<file path="config.mk">
export PLATFORM = sky130hd
export DESIGN_NAME = fifo_wr_arbiter
export DESIGN_NICKNAME = d
export VERILOG_FILES = /design/src/rtl/fifo_wr_arbiter.sv
export SDC_FILE = /design/constraint.sdc
export NUM_CORES = 1
export LEC_CHECK = 0
export CAP_MARGIN = 20
export CORE_MARGIN = 4
export CORE_UTILIZATION = 39
export CTS_BUF_LIST = sky130_fd_sc_hd__clkbuf_4
export DETAILED_ROUTE_END_ITERATION = 10
export GPL_TIMING_DRIVEN = 0
export PLACE_DENSITY_LB_ADDON = 0.25
export SETUP_SLACK_MARGIN = 0.1
export SLEW_MARGIN = 20
export SYNTH_ARGS = -nofsm -noshare
export SYNTH_HDL_FRONTEND = slang
export SYNTH_SLANG_ARGS = --single-unit
export TNS_END_PERCENT = 30
</file>
<file path="constraint.sdc">
create_clock -name clk -period 2.2 [get_ports clk]
set_input_delay 0.44 -clock clk [delete_from_list [all_inputs] [get_ports clk]]
set_output_delay 0.44 -clock clk [all_outputs]
set_load 0.1 [all_outputs]
</file>
<file path="src/rtl/fifo_wr_arbiter.sv">
// Round-robin arbiter sharing one sync_fifo write port between N valid/ready producers.
// Each grant covers a burst of up to MAX_BURST beats and stalls on fifo_full without rotating.
module fifo_wr_arbiter #(
   parameter int N         = 4,
   parameter int DW        = 8,
   parameter int MAX_BURST = 4
) (
   input  logic                 clk,
   input  logic                 rst_n,
   input  logic [N-1:0]         req_valid,
   input  logic [N*DW-1:0]      req_data,
   output logic [N-1:0]         req_ready,
   input  logic                 fifo_full,
   output logic                 fifo_wr_en,
   output logic [DW-1:0]        fifo_wr_data,
   output logic [$clog2(N)-1:0] grant_id,
   output logic                 busy
);

   localparam int IW = $clog2(N);
   localparam int BW = $clog2(MAX_BURST) + 1;
   localparam logic [BW-1:0] LAST_BEAT = BW'(MAX_BURST - 1);
   localparam logic [IW-1:0] TOP_ID    = IW'(N - 1);

   typedef enum logic {IDLE, GRANT} state_t;

   state_t          state, state_nxt;
   logic [IW-1:0]   last_id, last_id_nxt;
   logic [IW-1:0]   grant_nxt;
   logic [BW-1:0]   beat_cnt, beat_nxt;
   logic [IW-1:0]   rr_pick;
   logic [IW-1:0]   rr_cand;
   logic            rr_found;
   logic            xfer;
   logic [DW-1:0]   data_arr [N];

   always_comb begin
      for (int k = 0; k < N; k++) begin
         data_arr[k] = req_data[k*DW +: DW];
      end
   end

   // Scan starts just after the previous holder so it competes again only last.
   always_comb begin
      rr_pick  = '0;
      rr_found = 1'b0;
      rr_cand  = last_id;
      for (int i = 0; i < N; i++) begin
         rr_cand = (rr_cand == TOP_ID) ? '0 : rr_cand + 1'b1;
         if (!rr_found && req_valid[rr_cand]) begin
            rr_found = 1'b1;
            rr_pick  = rr_cand;
         end
      end
   end

   always_comb begin
      req_ready = '0;
      if (state == GRANT) begin
         req_ready[grant_id] = !fifo_full;
      end
   end

   assign xfer         = (state == GRANT) && req_valid[grant_id] && !fifo_full;
   assign fifo_wr_en   = xfer;
   assign fifo_wr_data = xfer ? data_arr[grant_id] : '0;
   assign busy         = (state == GRANT);

   // A full FIFO freezes the burst; only a final beat or a dropped valid ends it.
   always_comb begin
      state_nxt   = state;
      grant_nxt   = grant_id;
      last_id_nxt = last_id;
      beat_nxt    = beat_cnt;
      unique case (state)
         IDLE: begin
            if (rr_found) begin
               state_nxt = GRANT;
               grant_nxt = rr_pick;
               beat_nxt  = '0;
            end
         end
         GRANT: begin
            if (xfer) begin
               beat_nxt = beat_cnt + 1'b1;
               if (beat_cnt == LAST_BEAT) begin
                  state_nxt   = IDLE;
                  last_id_nxt = grant_id;
               end
            end else if (!req_valid[grant_id]) begin
               state_nxt   = IDLE;
               last_id_nxt = grant_id;
            end
         end
         default: state_nxt = IDLE;
      endcase
   end

   always_ff @(posedge clk or negedge rst_n) begin
      if (!rst_n) begin
         state    <= IDLE;
         grant_id <= '0;
         last_id  <= TOP_ID;
         beat_cnt <= '0;
      end else begin
         state    <= state_nxt;
         grant_id <= grant_nxt;
         last_id  <= last_id_nxt;
         beat_cnt <= beat_nxt;
      end
   end

endmodule

</file>
==> impl_metrics.env, run 1 <==
export IMPL_ios=55
export IMPL_synth_flop_cell="dfrtp_1"
export IMPL_netlist_instances=92
export IMPL_clkLatencyLatePin_ns=0.25
export IMPL_wl_per_cell_microns=19.3
export IMPL_power_uw=2630
export IMPL_clock_fmax_mhz=438
export IMPL_gr_total_overflow=0
export IMPL_synth_top_cell_by_area="mux4_2"
export IMPL_nets=201
export IMPL_power_density_nw_per_um2=1480
export IMPL_syn_avg_cell_area_sq_um=10.1
export IMPL_core_sq_um=2250
export IMPL_synth_edf_count=0
export IMPL_gp_congestion=0.829
export IMPL_run_status="complete, but fails checks"
export IMPL_synth_cell_type_count=34
export IMPL_crit_arrival_ns=1.84
export IMPL_cpPeakStageDelay_ns=0.49
export IMPL_synth_warnings=0
export IMPL_setup_ws_ns=-0.0816
export IMPL_start_kind="flop"
export IMPL_drtAntennaViolNets=0
export IMPL_grt_setup_unrepaired="true"
export IMPL_maxSlewHeadroom_pct=35.9
export IMPL_synthToLayoutAreaGrowth_pct=90.1
export IMPL_via_count=1062
export IMPL_synth_area_leaders="mux4_2, dfrtp_1, mux4_1, dfstp_2, o21ai_0"
export IMPL_cp_cell_sequence="buf_8 -> buf_12 -> mux4_2 -> and3_2 -> buf_8"
export IMPL_cp_max_fo=9
export IMPL_reg2reg_slack_ns=0.31
export IMPL_synth_seq_area_share_pct=21.7
export IMPL_violations="setup timing"
export IMPL_grtUsageTotal_pct=22.0
export IMPL_critPathBufInv=3
export IMPL_crit_slowest_cell="dfrtp_4"
export IMPL_cts_sinks=8
export IMPL_dr_pass1_iters=4
export IMPL_drcViolationCount=0
export IMPL_via_per_inst=5.71
export IMPL_grt_pass1_wl_microns=5550
export IMPL_die_h_microns=56.9
export IMPL_cts_tree="done"
export IMPL_async_flop_share_pct=100
export IMPL_cts_reportedPaths_clkPinSlew_ns=0.06
export IMPL_fin_crit_ns=2.28
export IMPL_io_buffers=53
export IMPL_grt_max_degree=11
export IMPL_finalMaxSlewViolations=0
export IMPL_die_area_sq_um=3240
export IMPL_num_rows=17
export IMPL_fin_crit_sh_pct=104
export IMPL_finClkSkew_ns=0.00203
export IMPL_worstSetupPathType="flop to primary output"
export IMPL_grt_pass1_vias=1091
export IMPL_whs_ns=0.451
export IMPL_hold_violations=0
export IMPL_leakage_uw=0.000768
export IMPL_wirelength_microns=3590
export IMPL_start_util_pct=41.4
export IMPL_syn_num_nets=134
export IMPL_hpwlAfterDp_microns=2450
export IMPL_drv_cap=0
export IMPL_syn_area_sq_um=933
export IMPL_hp_class="primary input to async pin"
export IMPL_cp_end_kind="primary output"
export IMPL_drive_gt1_share_pct=41.8
export IMPL_crit_top_cell="buf_8"
export IMPL_drtIter0Drc=39
export IMPL_dieWidth_microns=56.9
export IMPL_cts_buffer_depth=2
export IMPL_synth_seq_cells=8
export IMPL_critPathTopFamily="flip-flops"
export IMPL_vdd_drop_max_uv=1180
export IMPL_fillers=139
export IMPL_antenna_found_initial=0
export IMPL_cts_root_buf="clkbuf_4"
export IMPL_tightest_slew_ns=0.966
export IMPL_cts_htree_levels=1
export IMPL_required_ns=1.76
export IMPL_antenna_cells=0
export IMPL_cts_buffers_inserted=3
export IMPL_netlist_area_leader_share_pct=16.9
export IMPL_setup_viol=9
per-stage QoR:
stage,utilization (%),cells,setup slack (ns),setup TNS (ns),instance area (sq um)
after CTS,76.8,182,-0.0882,-0.320,1730
final,78.7,186,-0.0816,-0.435,1770
after floorplan,-,92,-0.220,-1.16,992
after global placement,69.1,173,-1.09,-13.08,1560
after detailed placement,69.1,173,-1.16,-14.00,1560
after global routing,78.7,186,-0.115,-0.806,1770
power by group:
part	switching (uW)	internal (uW)	total (uW)
clock	52.4	81.9	134
sequential	57.4	240	297
combinational	1270	925	2200
Yosys cell counts, types with 2 or more instances:
cell / n
a21o_1: 2
a31oi_1: 2
a32oi_1: 2
and3_1: 4
and3_2: 5
buf_2: 5
dfrtp_1: 6
dfstp_2: 2
ha_1: 3
inv_1: 8
mux2_4: 2
mux2i_1: 2
mux4_1: 4
mux4_2: 7
nand2_1: 6
nand3_1: 3
nor2_1: 4
nor4_1: 2
o21ai_0: 8
path summary, 6_finish.rpt:
path / cells past startpoint / to / startpoint
max in group asynchronous: 1 / last_id[0] / rst_n
min in group clk: 1 / beat_cnt[0] / beat_cnt[0]
hold / removal: 1 / grant_id[0] / rst_n
hold reg to reg: 1 / beat_cnt[0] / beat_cnt[0]
setup / recovery: 5 / fifo_wr_data[4] / grant_id[0]
setup reg to reg: 7 / last_id[1] / grant_id[0]
final cells by class:
type	instances	area [sq um]	area share, %
Buffer	8	73.8	4.16
Clock buffer	4	30.0	1.69
Inverter	8	30.0	1.69
Multi-Input combinational cell	69	728	41.0
Sequential cell	8	211	11.9
Tap cell	28	35.0	1.97
Timing Repair Buffer	61	666	37.5
routing by layer:
metal / up-vias / part of all wire (%) / GRT usage (%)
li1: 491 / - / -
met4: 0 / 1.3 / 2.32
met2: 48 / 52 / 40.6
met3: 4 / 7.4 / 7.13
met5: - / 0 / 0
met1: 519 / 40 / 25.5
what timing repair did:
item / 4_1_cts / 5_1_grt
gates cloned: 1 / 0
endpoints found under the setup margin: 16 / 9
hold buffers: 0 / 0
resized for setup: 129 / 3
buffers inserted: 4 / 4
flip-flops by register name (all words and copies together) (netlist names):
name / flops
grant_id: 2
busy: 1
last_id: 2
beat_cnt: 3
worst register-to-register path, cell delays in order (launching register included):
cell and delay (ns):
dfrtp_4 0.49, buf_8 0.14, buf_6 0.12, mux4_2 0.37, buf_4 0.17, o21ai_2 0.05, and2_4 0.17, mux2_4 0.30
cell usage in the layout, fill, tap and decap left out, types with 2 or more instances in the layout:
cell type	netlist	final
nand2_1	6	5
and3_2	5	2
mux4_2	7	9
buf_6	1	6
and3_4	0	6
buf_4	0	7
clkdlybuf4s50_1	0	31
buf_2	5	4
nand3_1	3	3
dlygate4sd2_1	0	6
a31oi_1	2	2
a32oi_1	2	2
a21o_1	2	2
ha_1	3	3
buf_12	0	8
dfrtp_1	6	3
mux2i_1	2	2
inv_1	8	8
clkbuf_4	0	5
dfrtp_4	0	2
clkdlybuf4s15_2	0	3
mux4_1	4	3
nor2_1	4	3
buf_8	0	2
o21ai_0	8	8
dfstp_2	2	2
mux2_4	2	2
logic make-up after synthesis:
group	count (synthesis)	synth area share (%)
simple gates	30	18.2
compound gates	19	13.5
fa+ha+maj	3	4.02
buf+inv	16	8.04
flops	8	21.7
xor+xnor	1	0.939
mux	15	33.5
Note: power is estimated with default switching activity, not from simulation.
==> run 2: changes to the inputs <==
- CAP_MARGIN: 20 -> 10
==> results of run 2 <==
Same layout as run 1: the final DEF is identical, and so are final timing and power.
==> run 3: changes to the inputs <==
- clock period: 2.2 -> 2.5 ns (I/O delays scaled with it)
==> run 3 against run 2 <==
The run now ends clean; setup slack gained 0.19 ns; sequential share of layout area grew 0.75 points; clock power shrank 12%; highest routed layer unchanged.
==> impl_metrics.env, run 3 (same netlist as run 1, synthesis figures left out) <==
export IMPL_internal_power_uw=976
export IMPL_ctsHoldBuffers=0
export IMPL_design_area_sq_um=1650
export IMPL_power_switching_uw=1140
export IMPL_wl_per_cell_microns=16.7
export IMPL_grtUsageTotal_pct=19.0
export IMPL_place_inst=173
export IMPL_drive_gt1_share_pct=36.6
export IMPL_drtIter0Drc=22
export IMPL_crit_arrival_ns=1.90
export IMPL_worstSetupPathType="primary input to primary output"
export IMPL_cts_tree="done"
export IMPL_stdcell_count=181
export IMPL_cts_buffers_inserted=3
export IMPL_finClkSkew_ns=0.0124
export IMPL_reg_top3="beat_cnt (3), grant_id (2), last_id (2)"
export IMPL_placed_area_sq_um=1540
export IMPL_start_util_pct=41.4
export IMPL_grt_setup_unrepaired="true"
export IMPL_largest_reg_flops=3
export IMPL_gr_total_overflow=0
export IMPL_drtAntennaViolNets=0
export IMPL_power_density_nw_per_um2=1290
export IMPL_cts_htree_levels=1
export IMPL_die_area_sq_um=3240
export IMPL_required_ns=2.00
export IMPL_antenna_found_initial=0
export IMPL_final_cell_mix="clkdlybuf4s50_1, buf_6, mux4_2, inv_1, o21ai_0"
export IMPL_cts_buffer_depth=2
export IMPL_cts_sinks=8
export IMPL_cts_reportedPaths_clkPinSlew_ns=0.05
export IMPL_antenna_cells=0
export IMPL_grt_max_degree=11
export IMPL_grt_pass1_wl_microns=4880
export IMPL_hp_class="flop to flop"
export IMPL_wirelength_microns=3020
export IMPL_num_rows=17
export IMPL_synthToLayoutAreaGrowth_pct=76.7
export IMPL_drcViolationCount=0
export IMPL_dieWidth_microns=56.9
export IMPL_gp_congestion=0.832
export IMPL_leakage_uw=0.000734
export IMPL_final_common_cell="clkdlybuf4s50_1"
export IMPL_tightest_slew_ns=0.993
export IMPL_top_register="beat_cnt"
export IMPL_power_uw=2120
export IMPL_fin_crit_ns=2.40
export IMPL_via_per_inst=5.60
export IMPL_p_seq_share_pct=11.9
export IMPL_cp_end_kind="primary output"
export IMPL_cts_root_buf="clkbuf_4"
export IMPL_hpwlAfterDp_microns=2170
export IMPL_setup_ws_ns=0.104
export IMPL_drv_cap=0
export IMPL_clkLatencyLatePin_ns=0.26
export IMPL_clock_fmax_mhz=417
export IMPL_core_sq_um=2250
export IMPL_maxSlewHeadroom_pct=33.6
export IMPL_ios=55
export IMPL_run_status="completed"
export IMPL_swShare_pct=54.0
export IMPL_cp_max_fo=3
export IMPL_setup_viol=0
export IMPL_finalMaxSlewViolations=0
export IMPL_start_kind="primary input"
export IMPL_io_buffers=53
export IMPL_p_clk_share_pct=5.6
export IMPL_dr_pass1_iters=4
export IMPL_via_count=1013
export IMPL_combPwrFrac_pct=82.5
export IMPL_dp_slack_ns=-0.937
export IMPL_vdd_drop_max_uv=798
export IMPL_hold_violations=0
export IMPL_nets=196
export IMPL_die_h_microns=56.9
export IMPL_grt_pass1_vias=977
export IMPL_fin_crit_sh_pct=95.8
==> run 3: what timing repair did <==
item	4_1_cts	5_1_grt
pin swaps	0	0
endpoints found under the setup margin	13	13
gates resized for setup	89	10
buffers inserted	1	2
cloned	1	0
==> run 3: layout make-up <==
class	count	area, sq um
plain buffers	8	70.1
flip-flops and latches	8	209
well taps	28	35.0
inverters	8	30.0
multi-input cells	69	713
fillers	165	606
repair buffers	56	562
clock buffers	4	30.0
==> run 3: worst paths after layout <==
path / startpoint / endpoint / slack (ns) / cells past startpoint
hold reg to reg: beat_cnt[0] / beat_cnt[0] / 0.50 / 1
max in group asynchronous: rst_n / last_id[0] / 1.67 / 1
setup / recovery: fifo_full / req_ready[0] / 0.10 / 3
min in group asynchronous: rst_n / beat_cnt[1] / 0.52 / 1
setup reg to reg: last_id[0] / grant_id[0] / 0.67 / 6
hold / removal: beat_cnt[0] / beat_cnt[0] / 0.50 / 1
==> run 3: critical path: stages <==
cell,delay [ns]
clkdlybuf4s50_1,0.52
nor4_4,0.29
clkdlybuf4s18_2,0.58
==> run 3: per-stage QoR <==
step | utilization, % | hold slack [ns] | setup TNS, ns
after global routing | 73.1 | 0.518 | 0
after detailed placement | 68.4 | 0.508 | -10.56
final | 73.1 | 0.504 | 0
after global placement | 68.4 | 0.485 | -10.47
after CTS | 71.3 | 0.517 | 0
after floorplan | - | 0.204 | -0.000807
==> run 3: per-layer routing <==
metal,routed length [microns],vias to the layer above,track usage [%]
met5,0,-,0
met4,17,0,4.64
met3,208,2,4.37
met2,1610,38,33.1
met1,1190,492,23.6
li1,-,481,-
==> run 3: power by group through the flow <==
stage | clock (uW) | combinational (uW) | sequential (uW)
after global placement | 0 | 1620 | 253
after floorplan | 0 | 1120 | 423
after detailed placement | 0 | 1630 | 257
after CTS | 121 | 1700 | 255
final | 118 | 1750 | 253
after global routing | 133 | 1850 | 263
